$ cat config.mk
export PLATFORM = sky130hd
export DESIGN_NAME = jt6295_rom_arb_flat
export DESIGN_NICKNAME = d
export VERILOG_FILES = /design/src/rtl/jt6295_pkg.sv /design/src/rtl/jt6295_rom_arb_if.sv /design/src/rtl/jt6295_rr_pick.sv /design/src/rtl/jt6295_rom_arb.sv /design/src/flat_wrapper.sv
export SDC_FILE = /design/constraint.sdc
export NUM_CORES = 1
export LEC_CHECK = 0
export ABC_CLOCK_PERIOD_IN_PS = 2100
export BUFFER_PORTS_ARGS = -buffer_cell sky130_fd_sc_hd__buf_2
export CORE_ASPECT_RATIO = 0.5
export CORE_MARGIN = 2
export CORE_UTILIZATION = 46
export CTS_BUF_LIST = sky130_fd_sc_hd__clkbuf_8
export DETAILED_ROUTE_END_ITERATION = 8
export HOLD_SLACK_MARGIN = 0.02
export PLACE_DENSITY_LB_ADDON = 0.2
export SYNTH_ARGS = -nofsm -noshare
export SYNTH_HDL_FRONTEND = slang
export SYNTH_SLANG_ARGS = --single-unit
$ cat constraint.sdc
create_clock -name clk -period 2.1 [get_ports clk]
set_clock_uncertainty 0.1 [all_clocks]
set_input_delay 0.315 -clock clk [delete_from_list [all_inputs] [get_ports clk]]
set_output_delay 0.315 -clock clk [all_outputs]
set_load 0.01 [all_outputs]
$ cat src/rtl/jt6295_pkg.sv
// Shared types and constants for the jt6295 ROM arbiter slice.
// The FSM states and the ctrl header-address mapping live here.
package jt6295_pkg;
  localparam int JT6295_AW  = 18;
  localparam int JT6295_NCH = 4;

  typedef enum logic [1:0] {IDLE, WAIT, DONE} state_t;

  // The phrase table sits at the bottom of the ROM.
  function automatic logic [JT6295_AW-1:0] ctrl_rom_addr(input logic [9:0] a);
    return {{(JT6295_AW-10){1'b0}}, a};
  endfunction
endpackage

$ cat src/rtl/jt6295_rom_arb_if.sv
// External ADPCM ROM port: the arbiter is master, the ROM model/controller is slave.
interface jt6295_rom_arb_if #(parameter int AW = jt6295_pkg::JT6295_AW);
  logic [AW-1:0] rom_addr;
  logic          rom_cs;
  logic [7:0]    rom_data;
  logic          rom_ok;

  modport master(output rom_addr, rom_cs, input rom_data, rom_ok);
  modport slave (input rom_addr, rom_cs, output rom_data, rom_ok);
endinterface

$ cat src/rtl/jt6295_rr_pick.sv
// Combinational NCH-way round-robin picker: first set req bit at or after rr.
module jt6295_rr_pick #(
  parameter  int NCH = 4,
  localparam int IW  = (NCH > 1) ? $clog2(NCH) : 1
)(
  input  logic [NCH-1:0] req,
  input  logic [IW-1:0]  rr,
  output logic           valid,
  output logic [IW-1:0]  idx
);
  // Scan from the farthest offset down so the nearest requester wins last.
  always_comb begin
    valid = 1'b0;
    idx   = '0;
    for (int i = NCH-1; i >= 0; i--) begin
      if (req[(int'(rr) + i) % NCH]) begin
        valid = 1'b1;
        idx   = IW'((int'(rr) + i) % NCH);
      end
    end
  end
endmodule

$ cat src/rtl/jt6295_rom_arb.sv
// Shares the ADPCM ROM between the phrase-table fetcher and NCH channel fetchers.
// Optional one-entry byte cache: define JT6295_ROM_CACHE_EN.
module jt6295_rom_arb
  import jt6295_pkg::*;
#(
  parameter int AW    = JT6295_AW,
  parameter int NCH   = JT6295_NCH,
  parameter int WAITC = 1
)(
  input  logic              clk,
  input  logic              rstn,
  input  logic [9:0]        ctrl_addr,
  input  logic              ctrl_cs,
  input  logic [NCH*AW-1:0] ch_addr,
  input  logic [NCH-1:0]    ch_cs,
  output logic [7:0]        dout,
  output logic              ctrl_ok,
  output logic [NCH-1:0]    ch_ok,
  jt6295_rom_arb_if.master  rom
);
  localparam int IW = (NCH > 1) ? $clog2(NCH) : 1;
  localparam int CW = $clog2(WAITC + 1);

  state_t         st, st_nx;
  logic [CW-1:0]  cnt, cnt_nx;
  logic           gnt_ctrl, gnt_ctrl_nx;
  logic [IW-1:0]  gnt_idx, gnt_idx_nx, rr, rr_nx;
  logic [AW-1:0]  addr_q, addr_nx;
  logic           cs_q, cs_nx;
  logic [7:0]     dout_nx;
  logic           ctrl_ok_nx;
  logic [NCH-1:0] ch_ok_nx;

  logic           pick_vld;
  logic [IW-1:0]  pick_idx;
  logic [AW-1:0]  req_addr;
  logic           gnt_cs, fill, hit;
  logic [7:0]     hit_data;

  jt6295_rr_pick #(.NCH(NCH)) u_pick (
    .req   (ch_cs),
    .rr    (rr),
    .valid (pick_vld),
    .idx   (pick_idx)
  );

  assign req_addr = ctrl_cs ? AW'(ctrl_rom_addr(ctrl_addr))
                            : ch_addr[int'(pick_idx)*AW +: AW];
  assign gnt_cs   = gnt_ctrl ? ctrl_cs : ch_cs[gnt_idx];
  assign fill     = (st == WAIT) && (cnt == '0) && rom.rom_ok;

`ifdef JT6295_ROM_CACHE_EN
  logic          c_vld;
  logic [AW-1:0] c_addr;
  logic [7:0]    c_data;

  always_ff @(posedge clk or negedge rstn) begin
    if (!rstn) begin
      c_vld  <= 1'b0;
      c_addr <= '0;
      c_data <= '0;
    end else if (fill) begin
      c_vld  <= 1'b1;
      c_addr <= addr_q;
      c_data <= rom.rom_data;
    end
  end

  assign hit      = c_vld && (c_addr == req_addr);
  assign hit_data = c_data;
`else
  assign hit      = 1'b0;
  assign hit_data = 8'd0;
`endif

  always_comb begin
    st_nx       = st;
    cnt_nx      = cnt;
    gnt_ctrl_nx = gnt_ctrl;
    gnt_idx_nx  = gnt_idx;
    rr_nx       = rr;
    addr_nx     = addr_q;
    cs_nx       = cs_q;
    dout_nx     = dout;
    ctrl_ok_nx  = 1'b0;
    ch_ok_nx    = '0;
    unique case (st)
      IDLE: begin
        if (ctrl_cs || pick_vld) begin
          gnt_ctrl_nx = ctrl_cs;
          gnt_idx_nx  = pick_idx;
          if (hit) begin
            // Cached byte: answer without touching the ROM.
            dout_nx    = hit_data;
            ctrl_ok_nx = ctrl_cs;
            if (!ctrl_cs) ch_ok_nx[pick_idx] = 1'b1;
            cs_nx      = 1'b0;
            st_nx      = DONE;
          end else begin
            addr_nx = req_addr;
            cs_nx   = 1'b1;
            cnt_nx  = CW'(WAITC);
            st_nx   = WAIT;
          end
        end else begin
          cs_nx = 1'b0;
        end
      end
      WAIT: begin
        if (cnt != '0) begin
          cnt_nx = cnt - 1'b1;
        end else if (fill) begin
          // A requester that gave up still gets dout refreshed, just no ok.
          dout_nx = rom.rom_data;
          if (gnt_cs) begin
            ctrl_ok_nx = gnt_ctrl;
            if (!gnt_ctrl) ch_ok_nx[gnt_idx] = 1'b1;
          end
          st_nx = DONE;
        end
      end
      DONE: begin
        if (!gnt_ctrl) rr_nx = (gnt_idx == IW'(NCH-1)) ? '0 : gnt_idx + 1'b1;
        st_nx = IDLE;
      end
      default: st_nx = IDLE;
    endcase
  end

  always_ff @(posedge clk or negedge rstn) begin
    if (!rstn) begin
      st       <= IDLE;
      cnt      <= '0;
      gnt_ctrl <= 1'b0;
      gnt_idx  <= '0;
      rr       <= '0;
      addr_q   <= '0;
      cs_q     <= 1'b0;
      dout     <= '0;
      ctrl_ok  <= 1'b0;
      ch_ok    <= '0;
    end else begin
      st       <= st_nx;
      cnt      <= cnt_nx;
      gnt_ctrl <= gnt_ctrl_nx;
      gnt_idx  <= gnt_idx_nx;
      rr       <= rr_nx;
      addr_q   <= addr_nx;
      cs_q     <= cs_nx;
      dout     <= dout_nx;
      ctrl_ok  <= ctrl_ok_nx;
      ch_ok    <= ch_ok_nx;
    end
  end

  assign rom.rom_addr = addr_q;
  assign rom.rom_cs   = cs_q;
endmodule

$ cat src/flat_wrapper.sv
// flat-port wrapper written by rule: the top's interface ports become plain ports
module jt6295_rom_arb_flat import jt6295_pkg::*;
#(
  parameter int AW    = JT6295_AW,
  parameter int NCH   = JT6295_NCH,
  parameter int WAITC = 1
)
  (clk, rstn, ctrl_addr, ctrl_cs, ch_addr, ch_cs, dout, ctrl_ok, ch_ok, rom_rom_addr, rom_rom_cs, rom_rom_data, rom_rom_ok);
  jt6295_rom_arb_if #(.AW(AW)) rom_i ();
  input  logic clk;
  input  logic rstn;
  input  logic [9:0] ctrl_addr;
  input  logic ctrl_cs;
  input  logic [NCH*AW-1:0] ch_addr;
  input  logic [NCH-1:0] ch_cs;
  output logic [7:0] dout;
  output logic ctrl_ok;
  output logic [NCH-1:0] ch_ok;
  output wire logic [$bits(rom_i.rom_addr)-1:0] rom_rom_addr;
  output wire logic [$bits(rom_i.rom_cs)-1:0] rom_rom_cs;
  input wire logic [$bits(rom_i.rom_data)-1:0] rom_rom_data;
  input wire logic [$bits(rom_i.rom_ok)-1:0] rom_rom_ok;
  assign rom_rom_addr = rom_i.rom_addr;
  assign rom_rom_cs = rom_i.rom_cs;
  assign rom_i.rom_data = rom_rom_data;
  assign rom_i.rom_ok = rom_rom_ok;
  jt6295_rom_arb #(.AW(AW), .NCH(NCH), .WAITC(WAITC)) u_core (.clk(clk), .rstn(rstn), .ctrl_addr(ctrl_addr), .ctrl_cs(ctrl_cs), .ch_addr(ch_addr), .ch_cs(ch_cs), .dout(dout), .ctrl_ok(ctrl_ok), .ch_ok(ch_ok), .rom(rom_i));
endmodule
Word level (Yosys, flattened, before mapping)

Index checks and enable logic that the tools add are counted.

Register bits: 40
Bits in latches: 0
Bits in writable memories: 0
ROM bits: 0
Bits of input ports: 98
Output and inout port bits: 32
Logic and storage cells: 91
Memories kept: 0

Add/subtract/negate cells: 5
$mul: 1
Div/mod/pow operators: 0
Magnitude comparators: 6
Equal/unequal tests: 6
Shift-type cells: 1
Mux-type cells: 43
Bitwise gates (word level): 5
Reduce and logical (&&, ||, !) cells: 14

Operators by type and width:

| cell                  | number |
|---|---|
| $shiftx A72 B32 Y18   | 1 |
| $mux W1               | 21 |
| $mux W4               | 5 |
| $mux W18              | 1 |
| $mux W2               | 8 |
| $lt A3 B4 Y1 const B  | 3 |
| $bmux W1 S2           | 5 |
| $lt A2 B3 Y1 const B  | 2 |
| $mul A2 B4 Y6 const B | 1 |
| $reduce_and A2 Y1     | 3 |
| $reduce_and A3 Y1     | 2 |
| $reduce_or A2 Y1      | 3 |
| $add A2 B1 Y2 const B | 2 |
| $add A2 B2 Y2 const B | 2 |
| $eq A2 B2 Y1 const B  | 2 |
| $ne A2 B1 Y1 const B  | 2 |
| $pmux W2 S2           | 1 |
| $and A1 B1 Y1 const A | 3 |
| $logic_and A1 B1 Y1   | 3 |
| $demux W1 S2          | 1 |
| $eq A2 B1 Y1 const B  | 1 |
| $ge A2 B1 Y1 const B  | 1 |
| $logic_not A2 Y1      | 1 |
| $ne A2 B2 Y1 const B  | 1 |
| other kinds (5)       | 6 |

Logic depth before layout (Yosys ltp)

Depth after elaboration: 13
Gate-level depth with buffers: 8
Gate-level depth less buffers: 6

By module

From an unflattened synthesis, not the netlist that was laid out.

Cell total of the unflattened synthesis: 163
Area, all modules: 2,215.9 um^2

By module, submodules not included:

| module         | instances | cells each | area an instance (um^2) | seq. area each (um^2) |
|---|---|---|---|---|
| jt6295_rom_arb | 1         | 150        | 2,138.3                 | 1,001.0 |
| jt6295_rr_pick | 1         | 13         | 77.6                    | 0.0 |

Least setup slack after synthesis

Ideal clock, no wire load.

Path kind: register to register
Start: register u_core.rr[0]
End: register u_core.addr_q[1], in the netlist u_core.rom.rom_addr[1]
Library setup time: 0.076 ns
Data arrival time: 1.576 ns
Required time: 1.924 ns
Setup slack: 0.348 ns
Cell stages (with the launch flop): 7
Path buffers: 2
Period minus slack after synthesis: 1.752 ns
Cell sequence: dfrtp_1 nand2b_1 o221ai_1 buf_4 buf_2 mux2_2 o21ai_1

Cells in the longest elaborated chain, start to end: 11
Elaborated cells on any way between the ends: 27
Classes of those cells: add/sub: 3; mul: 1; shift: 1; mux: 20; reduce/logical: 2

RTL lines:

| element                                     | RTL line                                   | source |
|---|---|---|
| start: declaration                          | jt6295_rom_arb.sv:27                       | `logic [IW-1:0] gnt_idx, gnt_idx_nx, rr, rr_nx;` |
| start signal: assignment                    | jt6295_rom_arb.sv:147                      | `rr <= rr_nx;` |
| $add A2 B2 Y2                               | jt6295_rr_pick.sv:16, jt6295_rr_pick.sv:18 |  |
| $bmux W1 S2                                 | jt6295_rr_pick.sv:16                       | `if (req[(int'(rr) + i) % NCH]) begin` |
| $mux W1 (implied by the code) (2 in series) | jt6295_rr_pick.sv:16                       |  |
| $mux W2 (4 in series)                       | jt6295_rr_pick.sv:16                       |  |
| $mul A2 B4 Y6                               | jt6295_rom_arb.sv:48                       | `: ch_addr[int'(pick_idx)*AW +: AW];` |
| $shiftx A72 B32 Y18                         | jt6295_rom_arb.sv:48                       |  |
| $mux W18                                    | jt6295_rom_arb.sv:47                       | `assign req_addr = ctrl_cs ? AW'(ctrl_rom_addr(ctrl_addr))` |
| end signal: assignment                      | jt6295_rom_arb.sv:148                      | `addr_q <= addr_nx;` |
| end: declaration                            | jt6295_rom_arb.sv:28                       | `logic [AW-1:0] addr_q, addr_nx;` |

Several ways; a longest one is shown, not always the timed one. The select of a mux whose other input is x is not followed.
A chain may end at the register's enable or synchronous reset.

Worst setup path after layout

Same ends and word-level chain as after synthesis.

==> out/metrics.csv <==
stage;metric;value;unit
timing;Setup violations, final;0;
route;final wirelength;5.80;mm
synthesis;register area share after synthesis;42.0;%
min_path;hold crit path type;primary input to asynchronous set/reset pin;
finish;ANT cells;0;
grt;GR Util All Layers;20.2;%
route;drt pass-1 iters;4;
synthesis;ys async rst share;100;%
timing;max-slew violations;0;
critical_path;Critical Path RT;2210;ps
clock_network;setup bufs post-CTS;0;
critical_path;crit path kind;flip-flop to flip-flop;
timing;Tmin final;1980;ps
clock_network;worst skew pair latency;290;ps
die;starting density of the core;48.1;%
timing;FMAX;506;MHz
power;cell area power density;1190;nW/um2
route;DR WL/cell;14.1;um
synthesis;Mean Syn Cell Area;11.8;um2
timing;Slew Limit Headroom;41.8;%
clock_network;Clock Tree Buf Depth;2;
finish;proportion of layout cells with a drive suffix above 1;53.1;%
placed_design;Cell Area, Placed;3130;um2
finish;commonest non-fill, non-tap cells in the layout;buf_2, mux2i_1, dfrtp_1;
critical_path;largest stage delay on the critical path;430;ps
synthesis;Syn Inst Count;202;
critical_path;crit-path cells;nand2b_1 -> a21oi_2 -> o21bai_2 -> mux2i_1 -> mux2_2 -> o21ai_1;
critical_path;WP buf/inv;0;
die;CORE AREA;4950;um2
synthesis;synth warn;0;
timing;Final Hold Violating Endpoints;0;
die;die height;54.9;um
synthesis;Main synth FF type;dfrtp_1;
run;Max Cap Viol;0;
die;full die area;5800;um2
power;Leakage;1.82;nW
route;Routed Antenna Nets;0;
clock_network;clock-pin slew on the worst setup and hold paths;80;ps
clock_network;clock sink count;40;
critical_path;Crit Path Max Fanout;7;
route;DR vias;2075;
critical_path;reg2reg setup slack;120;ps
synthesis;Synth Net Count;304;
synthesis;register bit total from synthesis;40;
critical_path;Crit path max-delay family;compound AO/OA/AOI/OAI gates;
grt;vias in the first global route;2011;
route;Iter 0 DRT Violations;43;
finish;Area Growth Syn to Fin;37.2;%
clock_network;root buf cell;clkbuf_8;
finish;fin cells;411;
power;Max VDD drop;0.511;mV
grt;Overflow after GRT;0;
route;Via density;5.05;
grt;largest net degree at the start of global routing;41;
outcome;outcome;finished, final reports clean;
clock_network;H-tree depth;2;
finish;NumNets Final;442;
critical_path;CP max-delay cell;dfrtp_1;
critical_path;CP Capture Type;flip-flop;
placed_design;post-DP HPWL;4.27;mm
placed_design;GP Congestion;0.697;
clock_network;CTS tree;built;
die;die width;106;um
power;total power;0.00388;W
timing;final worst slack;122;ps
die;Top Ports;130;
route;Residual DRC;0;
placed_design;PortBufs;129;
synthesis;Post-synth EDFFs;0;
finish;design area;3270;um2
critical_path;worst endpoint data arrival time;2090;ps
grt;first-pass GRT wire length;8.96;mm
timing;final worst-path cycle share;94.2;%
synthesis;Yosys cell types;37;
placed_design;dpl cells;401;
finish;Finished Core Util;65.9;%
timing;Least-Margin Pin Slew;873;ps
clock_network;Inserted Clock Buffers;5;
critical_path;CP Launch Type;flip-flop;
timing;RSZ-0062 raised after global routing;no;
synthesis;mapped cell area;2380;um2
finish;commonest non-fill, non-tap cell in the layout;buf_2;
grt;initial antenna violation count;0;
die;FP Rows;18;
placed_design;Placement Setup Slack;-64.2;ps
[flip-flops by register name, indices dropped and copies added, names as in the netlist]
register,cells
u_core.rom.rom_addr,18
u_core.dout,8
u_core.ch_ok,4
u_core.gnt_idx,2
u_core.rr,2
u_core.st,2
u_core.cnt,1
u_core.ctrl_ok,1
u_core.gnt_ctrl,1
u_core.rom.rom_cs,1
[Yosys cell counts (4+ instances only)]
cell type | n | area (um2)
buf_6 | 4 | 45.0
a22o_1 | 8 | 70.1
o21ai_1 | 11 | 55.1
and3_1 | 11 | 68.8
ha_1 | 4 | 50.1
mux2_2 | 9 | 101
a21oi_2 | 8 | 70.1
mux2i_1 | 44 | 440
and2_1 | 4 | 25.0
a21oi_1 | 5 | 25.0
nand2_1 | 7 | 26.3
mux2_1 | 10 | 113
dfrtp_1 | 40 | 1000
[metrics by stage]
step | TNS [ps] | hold WS [ps]
after floorplan | 0 | -80.6
after global placement | 0 | 361
after detailed placement | -618 | 372
after CTS | 0 | 69.8
after global routing | 0 | 106
final | 0 | 41.2
[final cells by class]
cell class,instances,area (um2)
tap,70,87.6
inverter,5,18.8
timing repair buffer,142,768
clock inverter,2,11.3
clock buffer,6,82.6
sequential,40,1000
fill,426,1690
multi-input combinational,146,1300
[path summary, 6_finish.rpt]
check / from / endpoint / depth (start not counted)
min in group clk: rom_rom_data[7] / u_core.dout[7] / 2
min reg2reg: u_core.dout[6] / u_core.dout[6] / 1
max reg2reg: u_core.rr[0] / u_core.rom.rom_addr[1] / 6
max in group asynchronous: rstn / u_core.dout[1] / 1
max: u_core.rr[0] / u_core.rom.rom_addr[1] / 6
min: rstn / u_core.rom.rom_addr[16] / 1
[cells by family after synthesis]
kind of cell	share of synthesized area, %
adder cells (fa/ha/maj)	2.10
AND/OR/NAND/NOR	8.30
AO/OA/AOI/OAI	12.4
multiplexers	29.1
buffers and inverters	6.10
flip-flops	42.0
[report_power, final]
| group | internal [W] | leakage (nW) | switching [W] |
|---|---|---|---|
| combinational | 0.00102 | 1.27 | 0.000999 |
| clock | 0.000262 | 0.0486 | 0.000261 |
| sequential | 0.00111 | 0.502 | 0.000231 |
| total | 0.00239 | 1.82 | 0.00149 |
[repair_timing]
action | 4_1_cts | 5_1_grt
gates cloned | 1 | 1
gates resized for setup | 0 | 3
hold endpoints to repair | 0 | 0
pin swaps | 1 | 0
endpoints found under the setup margin | 4 | 14
hold buffers | 0 | 0
[routing by layer]
metal / vias up / global-route usage [%] / part of all wire [%]
met3: 2 / 5.36 / 6.8
met1: 988 / 22.4 / 42
met5: - / 0 / 0
met4: 0 / 3.51 / 0.33
met2: 70 / 41.0 / 51
li1: 1015 / - / -
Power figures use the tool's default switching activity.
